[config.mk]
export PLATFORM = sky130hd
export DESIGN_NAME = usb_packet_serializer
export DESIGN_NICKNAME = d
export VERILOG_FILES = /design/src/rtl/usb_ser_pkg.sv /design/src/rtl/usb_crc_serial.sv /design/src/rtl/usb_packet_serializer.sv
export SDC_FILE = /design/constraint.sdc
export NUM_CORES = 1
export LEC_CHECK = 0
export ABC_AREA = 1
export CORE_ASPECT_RATIO = 0.6
export CORE_MARGIN = 1.5
export CORE_UTILIZATION = 58
export DETAILED_ROUTE_END_ITERATION = 16
export GPL_TIMING_DRIVEN = 1
export PLACE_DENSITY = 0.85
export SYNTH_ARGS = -nofsm -noshare
export SYNTH_HDL_FRONTEND = slang
export SYNTH_SLANG_ARGS = --single-unit
[constraint.sdc]
create_clock -name clk -period 7.8 [get_ports clk]
set_clock_uncertainty 0.2 [all_clocks]
set_input_delay 1.56 -clock clk [delete_from_list [all_inputs] [get_ports clk]]
set_output_delay 1.56 -clock clk [all_outputs]
set_load 0.02 [all_outputs]
[src/rtl/usb_ser_pkg.sv]
// Shared types, constants and bit-selection helpers for the USB packet serializer.
package usb_ser_pkg;

    typedef enum logic [1:0] {
        HANDSHAKE = 2'd0,
        TOKEN     = 2'd1,
        DATA      = 2'd2
    } pkt_class_t;

    typedef enum logic [2:0] {
        ST_IDLE  = 3'd0,
        ST_SYNC  = 3'd1,
        ST_PID   = 3'd2,
        ST_TOKEN = 3'd3,
        ST_DATA  = 3'd4,
        ST_CRC   = 3'd5
    } state_t;

    localparam logic [7:0]  SYNC_PATTERN = 8'h80;
    localparam logic [4:0]  CRC5_POLY    = 5'h05;
    localparam logic [4:0]  CRC5_INIT    = 5'h1F;
    localparam logic [15:0] CRC16_POLY   = 16'h8005;
    localparam logic [15:0] CRC16_INIT   = 16'hFFFF;

    // Packet class is encoded in the two low PID bits.
    function automatic pkt_class_t pid_class(input logic [3:0] pid);
        pkt_class_t cls;
        case (pid[1:0])
            2'b01:   cls = TOKEN;
            2'b11:   cls = DATA;
            default: cls = HANDSHAKE;
        endcase
        return cls;
    endfunction

    // Bit idx of the SYNC field, sent LSB first.
    function automatic logic sync_bit(input logic [2:0] idx);
        return SYNC_PATTERN[idx];
    endfunction

    // Bit idx of the PID field: pid[0..3] then ~pid[0..3].
    function automatic logic pid_bit(input logic [3:0] pid, input logic [2:0] idx);
        logic [7:0] fld;
        fld = {~pid, pid};
        return fld[idx];
    endfunction

    // Bit idx of the token field: addr[0..6] then endp[0..3].
    function automatic logic token_bit(input logic [6:0] addr, input logic [3:0] endp,
                                       input logic [3:0] idx);
        logic [15:0] fld;
        fld = {5'b00000, endp, addr};
        return fld[idx];
    endfunction

endpackage

[src/rtl/usb_crc_serial.sv]
// Serial MSB-first CRC generator. While shift_out=0 each enabled cycle folds din
// into the remainder; while shift_out=1 each enabled cycle shifts the remainder
// out, and crc_out_bit presents the complemented MSB that goes on the wire.
module usb_crc_serial #(
    parameter int               WIDTH = 5,
    parameter logic [WIDTH-1:0] POLY  = '0,
    parameter logic [WIDTH-1:0] INIT  = '1
) (
    input  logic clk,
    input  logic rst,
    input  logic clr,
    input  logic en,
    input  logic din,
    input  logic shift_out,
    output logic crc_out_bit
);

    logic [WIDTH-1:0] crc_r;
    logic             fb_s;

    assign fb_s        = crc_r[WIDTH-1] ^ din;
    assign crc_out_bit = ~crc_r[WIDTH-1];

    // Remainder register: preset on clr, LFSR step or plain shift when enabled.
    always_ff @(posedge clk) begin
        if (rst) begin
            crc_r <= '0;
        end else if (clr) begin
            crc_r <= INIT;
        end else if (en) begin
            if (shift_out) begin
                crc_r <= {crc_r[WIDTH-2:0], 1'b0};
            end else begin
                crc_r <= {crc_r[WIDTH-2:0], 1'b0} ^ (fb_s ? POLY : {WIDTH{1'b0}});
            end
        end else begin
            crc_r <= crc_r;
        end
    end

endmodule

[src/rtl/usb_packet_serializer.sv]
// USB packet bit serializer: SYNC, PID/~PID, token or data fields and CRC,
// one bit per unpaused clock, LSB first. outb always holds the bit currently
// on the wire; the combinational block picks the bit loaded at the next advance.
module usb_packet_serializer
    import usb_ser_pkg::*;
#(
    parameter int MAX_BYTES = 8,
    parameter int LEN_W     = $clog2(MAX_BYTES + 1)
) (
    input  logic                   clk,
    input  logic                   rst,
    input  logic                   pktready,
    input  logic                   pause,
    input  logic [3:0]             pid,
    input  logic [6:0]             addr,
    input  logic [3:0]             endp,
    input  logic [8*MAX_BYTES-1:0] data,
    input  logic [LEN_W-1:0]       nbytes,
    output logic                   outb,
    output logic                   sending,
    output logic                   gotpkt,
    output logic                   pktdone
);

    localparam int CW = LEN_W + 3;
    localparam int DW = 8 * MAX_BYTES;
    localparam int IW = $clog2(DW);

    state_t           state_r;
    pkt_class_t       cls_r;
    logic [CW-1:0]    cnt_r;
    logic [3:0]       pid_r;
    logic [6:0]       addr_r;
    logic [3:0]       endp_r;
    logic [DW-1:0]    data_r;
    logic [LEN_W-1:0] nbytes_r;
    logic             outb_r, sending_r, gotpkt_r, pktdone_r;

    state_t           nxt_state_s;
    logic [CW-1:0]    nxt_cnt_s, cnt_inc_s, data_last_s, crc_last_s;
    logic [LEN_W-1:0] nbytes_clamp_s;
    logic             nxt_bit_s, last_s, crc_din_s;
    logic             c5_en_s, c5_sh_s, c16_en_s, c16_sh_s;
    logic             crc5_bit_s, crc16_bit_s, accept_s, adv_s;

    assign accept_s       = (state_r == ST_IDLE) & pktready;
    assign adv_s          = (state_r != ST_IDLE) & ~pause;
    assign cnt_inc_s      = cnt_r + CW'(1);
    assign data_last_s    = {nbytes_r, 3'b000} - CW'(1);
    assign crc_last_s     = (cls_r == TOKEN) ? CW'(4) : CW'(15);
    assign nbytes_clamp_s = (nbytes > LEN_W'(MAX_BYTES)) ? LEN_W'(MAX_BYTES) : nbytes;

    usb_crc_serial #(.WIDTH(5), .POLY(CRC5_POLY), .INIT(CRC5_INIT)) u_crc5 (
        .clk(clk), .rst(rst), .clr(accept_s), .en(adv_s & c5_en_s),
        .din(crc_din_s), .shift_out(c5_sh_s), .crc_out_bit(crc5_bit_s)
    );

    usb_crc_serial #(.WIDTH(16), .POLY(CRC16_POLY), .INIT(CRC16_INIT)) u_crc16 (
        .clk(clk), .rst(rst), .clr(accept_s), .en(adv_s & c16_en_s),
        .din(crc_din_s), .shift_out(c16_sh_s), .crc_out_bit(crc16_bit_s)
    );

    // Choose the next field position and the bit loaded onto outb at the next advance;
    // field bits enter the CRC as they are loaded so the remainder is ready for the CRC field.
    always_comb begin
        nxt_state_s = state_r;
        nxt_cnt_s   = cnt_inc_s;
        nxt_bit_s   = 1'b0;
        last_s      = 1'b0;
        crc_din_s   = 1'b0;
        c5_en_s     = 1'b0;
        c5_sh_s     = 1'b0;
        c16_en_s    = 1'b0;
        c16_sh_s    = 1'b0;
        case (state_r)
            ST_SYNC: begin
                if (cnt_r == CW'(7)) begin
                    nxt_state_s = ST_PID;
                    nxt_cnt_s   = CW'(0);
                    nxt_bit_s   = pid_r[0];
                end else begin
                    nxt_bit_s = sync_bit(cnt_inc_s[2:0]);
                end
            end
            ST_PID: begin
                if (cnt_r == CW'(7)) begin
                    nxt_cnt_s = CW'(0);
                    case (cls_r)
                        TOKEN: begin
                            nxt_state_s = ST_TOKEN;
                            nxt_bit_s   = addr_r[0];
                            crc_din_s   = addr_r[0];
                            c5_en_s     = 1'b1;
                        end
                        DATA: begin
                            c16_en_s = 1'b1;
                            if (nbytes_r == LEN_W'(0)) begin
                                nxt_state_s = ST_CRC;
                                nxt_bit_s   = crc16_bit_s;
                                c16_sh_s    = 1'b1;
                            end else begin
                                nxt_state_s = ST_DATA;
                                nxt_bit_s   = data_r[0];
                                crc_din_s   = data_r[0];
                            end
                        end
                        default: begin
                            nxt_state_s = ST_IDLE;
                            last_s      = 1'b1;
                        end
                    endcase
                end else begin
                    nxt_bit_s = pid_bit(pid_r, cnt_inc_s[2:0]);
                end
            end
            ST_TOKEN: begin
                c5_en_s = 1'b1;
                if (cnt_r == CW'(10)) begin
                    nxt_state_s = ST_CRC;
                    nxt_cnt_s   = CW'(0);
                    nxt_bit_s   = crc5_bit_s;
                    c5_sh_s     = 1'b1;
                end else begin
                    nxt_bit_s = token_bit(addr_r, endp_r, cnt_inc_s[3:0]);
                    crc_din_s = nxt_bit_s;
                end
            end
            ST_DATA: begin
                c16_en_s = 1'b1;
                if (cnt_r == data_last_s) begin
                    nxt_state_s = ST_CRC;
                    nxt_cnt_s   = CW'(0);
                    nxt_bit_s   = crc16_bit_s;
                    c16_sh_s    = 1'b1;
                end else begin
                    nxt_bit_s = data_r[cnt_inc_s[IW-1:0]];
                    crc_din_s = nxt_bit_s;
                end
            end
            ST_CRC: begin
                if (cnt_r == crc_last_s) begin
                    nxt_state_s = ST_IDLE;
                    nxt_cnt_s   = CW'(0);
                    last_s      = 1'b1;
                end else if (cls_r == TOKEN) begin
                    nxt_bit_s = crc5_bit_s;
                    c5_en_s   = 1'b1;
                    c5_sh_s   = 1'b1;
                end else begin
                    nxt_bit_s = crc16_bit_s;
                    c16_en_s  = 1'b1;
                    c16_sh_s  = 1'b1;
                end
            end
            default: begin
                nxt_state_s = ST_IDLE;
                nxt_cnt_s   = CW'(0);
            end
        endcase
    end

    // Packet capture, bit advance under pause, and registered outputs.
    always_ff @(posedge clk) begin
        if (rst) begin
            state_r   <= ST_IDLE;
            cls_r     <= HANDSHAKE;
            cnt_r     <= '0;
            pid_r     <= 4'h0;
            addr_r    <= 7'h00;
            endp_r    <= 4'h0;
            data_r    <= '0;
            nbytes_r  <= '0;
            outb_r    <= 1'b0;
            sending_r <= 1'b0;
            gotpkt_r  <= 1'b0;
            pktdone_r <= 1'b0;
        end else begin
            gotpkt_r  <= 1'b0;
            pktdone_r <= 1'b0;
            if (state_r == ST_IDLE) begin
                if (pktready) begin
                    state_r   <= ST_SYNC;
                    cls_r     <= pid_class(pid);
                    cnt_r     <= '0;
                    pid_r     <= pid;
                    addr_r    <= addr;
                    endp_r    <= endp;
                    data_r    <= data;
                    nbytes_r  <= nbytes_clamp_s;
                    outb_r    <= sync_bit(3'd0);
                    sending_r <= 1'b1;
                    gotpkt_r  <= 1'b1;
                end else begin
                    outb_r    <= 1'b0;
                    sending_r <= 1'b0;
                end
            end else if (!pause) begin
                state_r   <= nxt_state_s;
                cnt_r     <= nxt_cnt_s;
                outb_r    <= nxt_bit_s;
                sending_r <= ~last_s;
                pktdone_r <= last_s;
            end else begin
                state_r <= state_r;
                cnt_r   <= cnt_r;
                outb_r  <= outb_r;
            end
        end
    end

    assign outb    = outb_r;
    assign sending = sending_r;
    assign gotpkt  = gotpkt_r;
    assign pktdone = pktdone_r;

endmodule

---- Yosys cells after proc, flatten, opt, wreduce, memory -nomap -nowiden ----
Memories as Yosys holds them, arrays and structs flattened.
Cells that the tools add are included.
cells by class
  muxes and demuxes ....................... 75
  reductions and logical operators ........ 13
  $lt $le $gt $ge ......................... 4
  equality and inequality tests ........... 20
  $add $sub $neg .......................... 2
  bitwise operators ....................... 14
operators with widths
  operator             number
  $mux 16              4
  $mux 7               7
  $mux 1               34
  $pmux 7 s4           1
  $mux 3               9
  $xor 16x16->16       1
  $mux 5               3
  $ne 3x3->1 const B   5
  $pmux 3 s5           1
  $pmux 1 s3           4
  $mux 4               2
  $pmux 1 s2           4
  $reduce_or 2->1      4
  $add 7x1->7 const B  1
  $eq 7x3->1 const B   1
  $eq 7x4->1           1
  $eq 7x4->1 const B   1
  $eq 7x7->1           1
  $lt 6x7->1 const B   1
  $reduce_and 7->1     1
  $sub 7x1->7 const B  1
  $bmux 1 s6           1
  $eq 3x2->1 const B   2
  $eq 3x3->1 const B   2
  other kinds (24)     36
storage, ports and cells
  input bits .............................. 87
  memories kept ........................... 1
  logic and storage cells ................. 143
  output and inout bits ................... 4
  flip-flop bits (word level) ............. 120
  bits in read-only memories .............. 8
memory list
  memory            words  width  read ports  clocked after memory_dff  write ports  RTL line           RTL
  (name not given)  8      1      1           0                         0            usb_ser_pkg.sv:38  return SYNC_PATTERN[idx];

---- Depth between registers and ports, before layout ----
Gate-level depths: netlist of the first run.
  depth after elaboration ................. 11
  mapped depth ............................ 21
  gate-level depth less buffers ........... 18

---- By module ----
A second synthesis of the first run with hierarchy kept.
second synthesis, totals
  cells, all modules ...................... 831
  area, all modules ....................... 5,891.9 um^2
by module, submodules not included
  module                     seq. area each (um^2)  cells an instance  instances  area an instance (um^2)
  usb_packet_serializer      1,981.9                734                1          4,969.8
  usb_crc_serial at u_crc16  320.3                  69                 1          694.4
  usb_crc_serial at u_crc5   100.1                  28                 1          227.7

---- Least setup slack after synthesis of the first run ----
OpenSTA, ideal clock, no wires.
  kind .................................... input-to-reg
  from .................................... input pktready
  to ...................................... register state_r[0]
  setup time .............................. 0.115 ns
  cell stages on the path ................. 6
  arrival ................................. 2.354 ns
  data required time ...................... 7.485 ns
  path buffers ............................ 1
  slack ................................... 5.131 ns
  path through ............................ nand2_1 -> clkbuf_1 -> nand2_1 -> nand2_1 -> a21oi_1 -> o21a_1
on the way
  word-level cells in the longest chain between the ends .. 2
ends and longest elaborated chain
  element                     RTL line                      RTL
  start, declared             usb_packet_serializer.sv:12   input logic pktready,
  $ne 2x2->1 (no line)        --
  $reduce_and 7->1 (no line)  --
  end signal, assigned        usb_packet_serializer.sv:198  state_r <= nxt_state_s;
  end signal, assigned        usb_packet_serializer.sv:204  state_r <= state_r;
  end, declared               usb_packet_serializer.sv:29   state_t state_r;
Every way passes these cells.
A chain may end at the register's enable or synchronous reset.

---- Worst setup path in the final report of the first run ----
  from .................................... register cnt_r[0]
  to ...................................... register u_crc5.crc_r[2]
on the way
  word-level cells in the longest chain between the ends .. 11
  elaborated cells between the ends (all ways) .. 26
  those cells by class .................... add/sub: 1; eq/ne: 4; mux: 17; bitwise: 3; reduce/logical: 1
ends and longest elaborated chain
  element                                   RTL line                                                    RTL
  start, declared                           usb_packet_serializer.sv:31                                 logic [CW-1:0] cnt_r;
  start signal, assigned                    usb_packet_serializer.sv:199                                cnt_r <= nxt_cnt_s;
  start signal, assigned                    usb_packet_serializer.sv:205                                cnt_r <= cnt_r;
  $add 7x1->7                               usb_packet_serializer.sv:48                                 assign cnt_inc_s = cnt_r + CW'(1);
  $bmux 1 s6 or $bmux 1 s4 (tied branches)  usb_packet_serializer.sv:136, usb_ser_pkg.sv:53
  $mux 1 (on tied branches)                 usb_packet_serializer.sv:136, usb_ser_pkg.sv:53
  $mux 1 (on tied branches)                 usb_packet_serializer.sv:130, usb_packet_serializer.sv:118
  $pmux 1 s3                                usb_packet_serializer.sv:75                                 case (state_r)
  $xor 1x1->1                               usb_crc_serial.sv:21                                        assign fb_s = crc_r[WIDTH-1] ^ din;
  $mux 3                                    usb_crc_serial.sv:34                                        crc_r <= {crc_r[WIDTH-2:0], 1'b0} ^ (fb_s ? POLY : {WIDTH{1'b0}});
  $xor 5x5->5                               usb_crc_serial.sv:34
  $mux 5                                    usb_crc_serial.sv:31                                        if (shift_out) begin
  $mux 5                                    usb_crc_serial.sv:30                                        end else if (en) begin
  $mux 5                                    usb_crc_serial.sv:28                                        end else if (clr) begin
  end signal, assigned                      usb_crc_serial.sv:32                                        crc_r <= {crc_r[WIDTH-2:0], 1'b0};
  end signal, assigned                      usb_crc_serial.sv:34
  end signal, assigned                      usb_crc_serial.sv:37                                        crc_r <= crc_r;
  end, declared                             usb_crc_serial.sv:18                                        logic [WIDTH-1:0] crc_r;
Several ways; a longest one is shown, not always the timed one. The select of a mux whose other input is x is not followed.

==> metrics.md, run 1 <==
| Metric | Value |
|---|---|
| # rows | `28` |
| First-pass GRT wire length | `about 26000 um` |
| Largest net degree at the start of global routing | `about 120` |
| Metal1 wirelength | `roughly 7300 um` |
| CP required | `approximately 7900 ps` |
| Antenna violations before repair | `0` |
| Part of the power in registers | `approximately a third` |
| Clock-pin slew on the worst setup and hold paths | `60 ps` |
| Worst reg2reg setup slack | `3280 ps` |
| Max-slew violation count | `0` |
| PostCTS Resize Cnt | `0` |
| Post-route minimum period | `~4500 ps` |
| Outcome | `completed` |
| Count of input and output buffers | `90` |
| Mapped Nets | `a little over 900` |
| DRT Pass-1 Iters | `6` |
| Worst setup SP type | `flop` |
| WS Path Type | `flop to flop` |
| Final cell count without fillers | `around 1000` |
| Post-DR wirelength/cell | `between 15 and 20 um` |
| Gpl congestion | `just over 0.9` |
| Post-DR vias/cell | `between 5 and 6` |
| Area occupied by multi-input gates | `between 2000 and 3000 sq um` |
| Final hold vios | `0` |
| Relative slew slack | `34.2%` |
| Combinational cell fraction of total power | `33.9%` |
| Crit share post-route | `around 58%` |
| Synthesized instance count | `between 800 and 900` |
| Post-synth EDFFs | `0` |
| CP arrival | `~4600 ps` |
| Leakage | `between 2 and 3 nW` |
| Sequential element share of the synthesized area | `just over 40%` |
| Synth top cells by count | `147 x nand2_1, 120 x dfxtp_1, 117 x inv_1` |
| Post-synth top area cell | `dfxtp_1` |
| Drc violations | `0` |
| Worst min-delay path category | `flop to flop` |
| Setup violators final | `0` |
| CTS tree | `built` |
| Final setup TNS | `0 ps` |
| Mean area per synthesized cell | `7.15 sq um` |
| Int Pwr | `0.00159 W` |
| Share of cells above drive strength 1 | `between 7 and 8%` |
| Clock share of power | `between 30% and 40%` |
| Routed wire length | `about 16000 um` |
| CP endpoint kind | `flop` |
| Netlist Area Pre-Place | `roughly 5800 sq um` |
| Number of max-cap violations | `0` |
| Max VDD drop | `between 0.15 and 0.2 mV` |
| Full die area | `10600 sq um` |
| Remaining global-route overflow | `0` |
| Post-CTS Hold Buffers | `0` |
| Cell with the most instances after synthesis | `nand2_1` |
| Clock root buffer master | `clkbuf_16` |
| Drt initial violations | `605` |
| Synth cell types | `45` |
| Core Area | `9810 sq um` |
| Die width | `132 um` |
| Switching share of total power | `a little under two fifths` |
| Number of nets in the layout | `~1000` |
| Sequential cell area | `around 2400 sq um` |
| Dominant cells by area after synthesis | `dfxtp_1 41%, nand2_1 9.5%, a21oi_1 9.4%` |
| Ports | `between 90 and 100` |
| Post-synth ARST share | `0%` |
| ANT cells | `0` |
| Placed insts | `roughly 1000` |
| NetSw | `between 0.0009 and 0.001 W` |
| Synthesized flop and latch total | `120` |
| RSZ-0062 raised after global routing | `false` |
| Area Growth Syn to Fin | `25.6%` |
| Starting Density | `about three fifths` |
| H-Tree Depth | `4` |
| CTS sink count | `120` |
| Post-CTS Repair Setup Buffers | `0` |
| Worst-path maximum fanout | `53` |
| Routed Antenna Nets | `0` |
| Post-DP HPWL | `10300 um` |
| Clock buffer depth | `2` |
| Clock Latency Late Sink | `roughly 410 ps` |
| Via count of the first global-routing pass | `between 5000 and 6000` |
| Die Ht | `around 81 um` |
| DR WL met2 | `slightly below 7000 um` |
| FILL cells | `~750` |
| CTS Buf Count | `17` |
| Vias | `~5800` |
| PwrDens | `between 300 and 400 nW/um^2` |
| Fmax achieved | `~0.22 GHz` |
| Highest metal used | `met4` |
| Most used flip-flop cell after synthesis | `dfxtp_1` |
| DR WL met3 | `around 1500 um` |
| Synth top area share | `about two fifths` |
| GRT Overall Usage | `about 31%` |
| Least-Margin Pin Slew | `between 900 and 1000 ps` |
| Yosys warns | `0` |
placed cells by master, fill, tap and decap left out, types with 7 or more instances in the layout:
cell / instances
nor2_1: 26
nand3_1: 72
o21ai_0: 86
ha_1: 7
dfxtp_1: 120
clkdlybuf4s50_1: 90
a221oi_1: 9
o211ai_1: 7
nand2_1: 146
nand2_2: 7
a21oi_1: 109
clkbuf_16: 17
inv_1: 117
per-layer routing:
layer  GRT usage, %  vias up
met5              0        -
met4           10.8        0
met3           7.70       33
met2           47.0      286
met1           42.6     2640
li1               -     2811
worst paths after layout:
check,cells after the start,start,to
worst max register to register,18,cnt_r[0],u_crc5.crc_r[2]
worst min register to register,2,outb,outb
worst max-delay path,18,cnt_r[0],u_crc5.crc_r[2]
worst min-delay path,2,outb,outb
flip-flops by register name, indices dropped and copies added (netlist names):
| signal | count |
|---|---|
| sending | 1 |
| outb | 1 |
| endp_r | 4 |
| u_crc5.crc_r | 5 |
| data_r | 64 |
| cls_r | 2 |
| pktdone | 1 |
| nbytes_r | 4 |
| cnt_r | 7 |
| addr_r | 7 |
| state_r | 3 |
| gotpkt | 1 |
| pid_r | 4 |
| u_crc16.crc_r | 16 |
worst max-delay path: stages, from the launching register on:
cell	delay, ps
dfxtp_1	300
buf_4	450
inv_2	430
ha_1	1070
inv_2	410
o211ai_1	260
nand3_1	110
nand3_1	130
nand3_1	90
nand3_1	70
nand2_1	80
nand2_2	140
nand2_2	80
nand2_1	70
nand2_1	80
o21ai_0	180
nand3_1	90
nand2_1	70
inv_1	40
layout make-up:
type	instances	share of cell area [%]
clock buffers	18	5.88
clock inverters	14	2.69
inverters	124	6.38
multi-input cells	523	37.0
flip-flops and latches	120	32.9
well taps	135	2.32
repair buffers	94	12.8
power groups by stage:
| stage | Sequential, W | Combinational (W) | Clock (W) |
|---|---|---|---|
| final | 0.000835 | 0.000854 | 0.000834 |
| after global routing | 0.000850 | 0.000961 | 0.000867 |
| after CTS | 0.000834 | 0.000838 | 0.000835 |
| after detailed placement | 0.000844 | 0.000824 | 0 |
| after global placement | 0.000837 | 0.000796 | 0 |
| after floorplan | 0.000830 | 0.000642 | 0 |
per-stage QoR:
step           power, W  setup WS, ps  util (%)  instance area [sq um]  hold WS [ps]
6_report        0.00252          3280      74.4                   7300           252
5_1_grt         0.00268          3020      74.4                   7300           276
4_1_cts         0.00251          3450      74.4                   7300           253
3_5_place_dp    0.00167          3520      68.0                   6670           244
3_3_place_gp    0.00163          3560      68.0                   6670           239
2_1_floorplan   0.00147          5130         -                   5810           224
cells by family after synthesis:
group           share of synthesized area, %
flops                                   41.3
simple gates                            21.4
xor+xnor                                1.34
fa+ha+maj                               1.51
compound gates                          22.1
buf+inv                                 12.3
Power figures use the tool's default switching activity.
==> run 2, diff against run 1 <==
CORE_UTILIZATION = 49   (was 58)
PLACE_DENSITY = 0.77   (was 0.85)
clock period = 4 ns   (was 7.8 ns; I/O delays follow)
==> run 2 against run 1 <==
Against the previous run: utilization fell by 10 points; routed wire length fell by 4.4%; sequential share of layout area fell by 0.15 points; die area rose by 18%; setup slack got worse by 2400 ps; largest power group unchanged; first-iteration DRC count fell by 6.9%; design area rose by 0.46%.
==> metrics.md, run 2 (synthesis results as in run 1) <==
| Metric | Value |
|---|---|
| R2R Path Start | `cnt_r[0]` |
| Drc violations | `0` |
| # rows | `30` |
| Met3 global-route usage | `5.77%` |
| Clock buffer depth | `2` |
| Post-CTS Hold Buffers | `0` |
| Worst Reg-to-Reg Cells | `16` |
| Setup violators final | `0` |
| Post-route minimum period | `just over 3000 ps` |
| Number of max-cap violations | `0` |
| Fmax achieved | `about 0.32 GHz` |
| Die Ht | `87.4 um` |
| Clock-pin slew on the worst setup and hold paths | `~60 ps` |
| PostCTS Resize Cnt | `0` |
| Max FFs per register | `64` |
| Worst Path Buf+Inv | `2` |
| Reg with most FFs | `data_r` |
| Gpl congestion | `0.867` |
| First-pass GRT wire length | `~25000 um` |
| Crit share post-route | `between 70 and 80%` |
| Post-CTS Repair Setup Buffers | `0` |
| Commonest non-fill, non-tap cell in the layout | `nand2_1` |
| WS Path Type | `flop to flop` |
| CP required | `4140 ps` |
| Area Growth Syn to Fin | `26.1%` |
| FILL cells | `986` |
| Post-DR wirelength/cell | `roughly 14 um` |
| Drt initial violations | `563` |
| GRT met1 Usage | `about two fifths` |
| Outcome | `completed` |
| Worst setup SP type | `flop` |
| Post-DR vias/cell | `about 5.3` |
| Remaining global-route overflow | `0` |
| Max VDD drop | `roughly 0.38 mV` |
| Vias | `5633` |
| Max incr delay on CP | `600 ps` |
| CTS sink count | `120` |
| Clock Latency Late Sink | `420 ps` |
| Full die area | `12500 sq um` |
| Worst min-delay path category | `flop to flop` |
| R2r endpoint | `u_crc16.crc_r[2]` |
| Starting Density | `between 50% and 60%` |
| ANT cells | `0` |
| Core Area | `about 11000 sq um` |
| H-Tree Depth | `4` |
| Hold Crit Endpoint | `pid_r[1]` |
| Hold Path Origin | `pid_r[1]` |
| Top Registers | `data_r x64, u_crc16.crc_r x16` |
| Antenna violations before repair | `0` |
| Gr busiest metal | `met1` |
| Share of cells above drive strength 1 | `under 10%` |
| Leakage | `2.98 nW` |
| Commonest cells after routing, fill and taps aside | `146 x nand2_1, 120 x dfxtp_1, 117 x inv_1, 109 x a21oi_1, 90 x clkdlybuf4s50_1` |
| Worst reg2reg setup slack | `~880 ps` |
| Number of nets in the layout | `977` |
| PwrDens | `between 600 and 700 nW/um^2` |
| Relative slew slack | `55.0%` |
| Cell family with most CP delay | `simple AND/OR/NAND/NOR gates` |
| Global-route met2 utilization | `a little over a third` |
| Routed Antenna Nets | `0` |
| CP arrival | `about 3300 ps` |
| Ports | `between 90 and 100` |
| Post-DP HPWL | `10000 um` |
| GRT Overall Usage | `between 20% and 30%` |
| RSZ-0062 raised after global routing | `false` |
| DRT Pass-1 Iters | `5` |
| Total Power | `0.00483 W` |
| Clock root buffer master | `clkbuf_16` |
| Hold Path Cell Cnt | `2` |
| Via count of the first global-routing pass | `~5000` |
| Routed wire length | `roughly 15000 um` |
| CP endpoint kind | `flop` |
| CTS tree | `built` |
| Critical path's most frequent cell | `nand3_1` |
| Least-Margin Pin Slew | `671 ps` |
| Area occupied by multi-input gates | `about 2700 sq um` |
| CTS Buf Count | `17` |
| Die width | `~140 um` |
| Worst-path maximum fanout | `19` |
| CP Cell Sequence | `inv_2 > ha_1 > inv_2 > nand3_1 > nand3_1 > nand3_1 > nand3_1 > nand3_1 > nand2_1 > nand2_2 > nand2_2 > nand2_2 > nand3_2 > nand2_1 > nand3_1 > a21oi_1` |
| CP max-delay cell | `ha_1` |
| Max-slew violation count | `0` |
| Sequential cell area | `around 2400 sq um` |
| Final hold vios | `0` |
| Count of input and output buffers | `90` |
| Largest net degree at the start of global routing | `~150` |
| Final setup TNS | `0 ps` |
run 2: how the worst max path moves through the flow:
stage / startpoint / end / slack [ps] / depth (start not counted)
3_3_place_gp: cnt_r[0] / u_crc5.crc_r[2] / 1070 / 17
2_1_floorplan: cnt_r[0] / u_crc5.crc_r[2] / 1410 / 18
4_1_cts: cnt_r[0] / u_crc16.crc_r[2] / 950 / 16
5_1_grt: cnt_r[0] / u_crc5.crc_r[2] / 710 / 17
6_report: cnt_r[0] / u_crc16.crc_r[2] / 880 / 16
3_5_place_dp: cnt_r[0] / u_crc5.crc_r[2] / 980 / 17
run 2: worst reg2reg max path, stage by stage, from the launching register on:
cell     delay [ps]
dfxtp_1         540
inv_2            70
ha_1            600
inv_2           280
nand3_1         160
nand3_1          90
nand3_1         110
nand3_1         100
nand3_1         120
nand2_1          80
nand2_2         110
nand2_2          80
nand2_2          90
nand3_2         100
nand2_1          90
nand3_1          60
a21oi_1         170
run 2: final cells by class:
type	instances	share of cell area, %
multi-input combinational	523	36.9
sequential	120	32.8
tap	160	2.73
clock buffer	18	5.86
timing repair buffer	97	13.2
clock inverter	14	2.24
inverter	124	6.35
run 2: routing by layer:
| metal | up-vias | routed length (um) |
|---|---|---|
| met3 | 25 | 1300 |
| met2 | 234 | 6160 |
| met1 | 2551 | 7610 |
| met5 | - | 0 |
| li1 | 2823 | - |
| met4 | 0 | 178 |
run 2: where the power goes:
group / switching (W) / leakage (nW) / internal [W]
combinational: 0.00110 / 1.71 / 0.000564
clock: 0.000599 / 0.280 / 0.000932
sequential: 0.000121 / 0.989 / 0.00151
total: 0.00182 / 2.98 / 0.00301
run 2: metrics by stage:
stage / utilization, % / area (sq um) / hold WS, ps / cells / setup WS [ps]
floorplan: - / 5810 / 224 / 813 / 1410
global placement: 59.0 / 6740 / 237 / 1024 / 1070
detailed placement: 59.0 / 6740 / 244 / 1024 / 983
CTS: 64.2 / 7330 / 252 / 1056 / 946
global route: 64.2 / 7330 / 271 / 1056 / 709
finish: 64.2 / 7330 / 252 / 1056 / 881
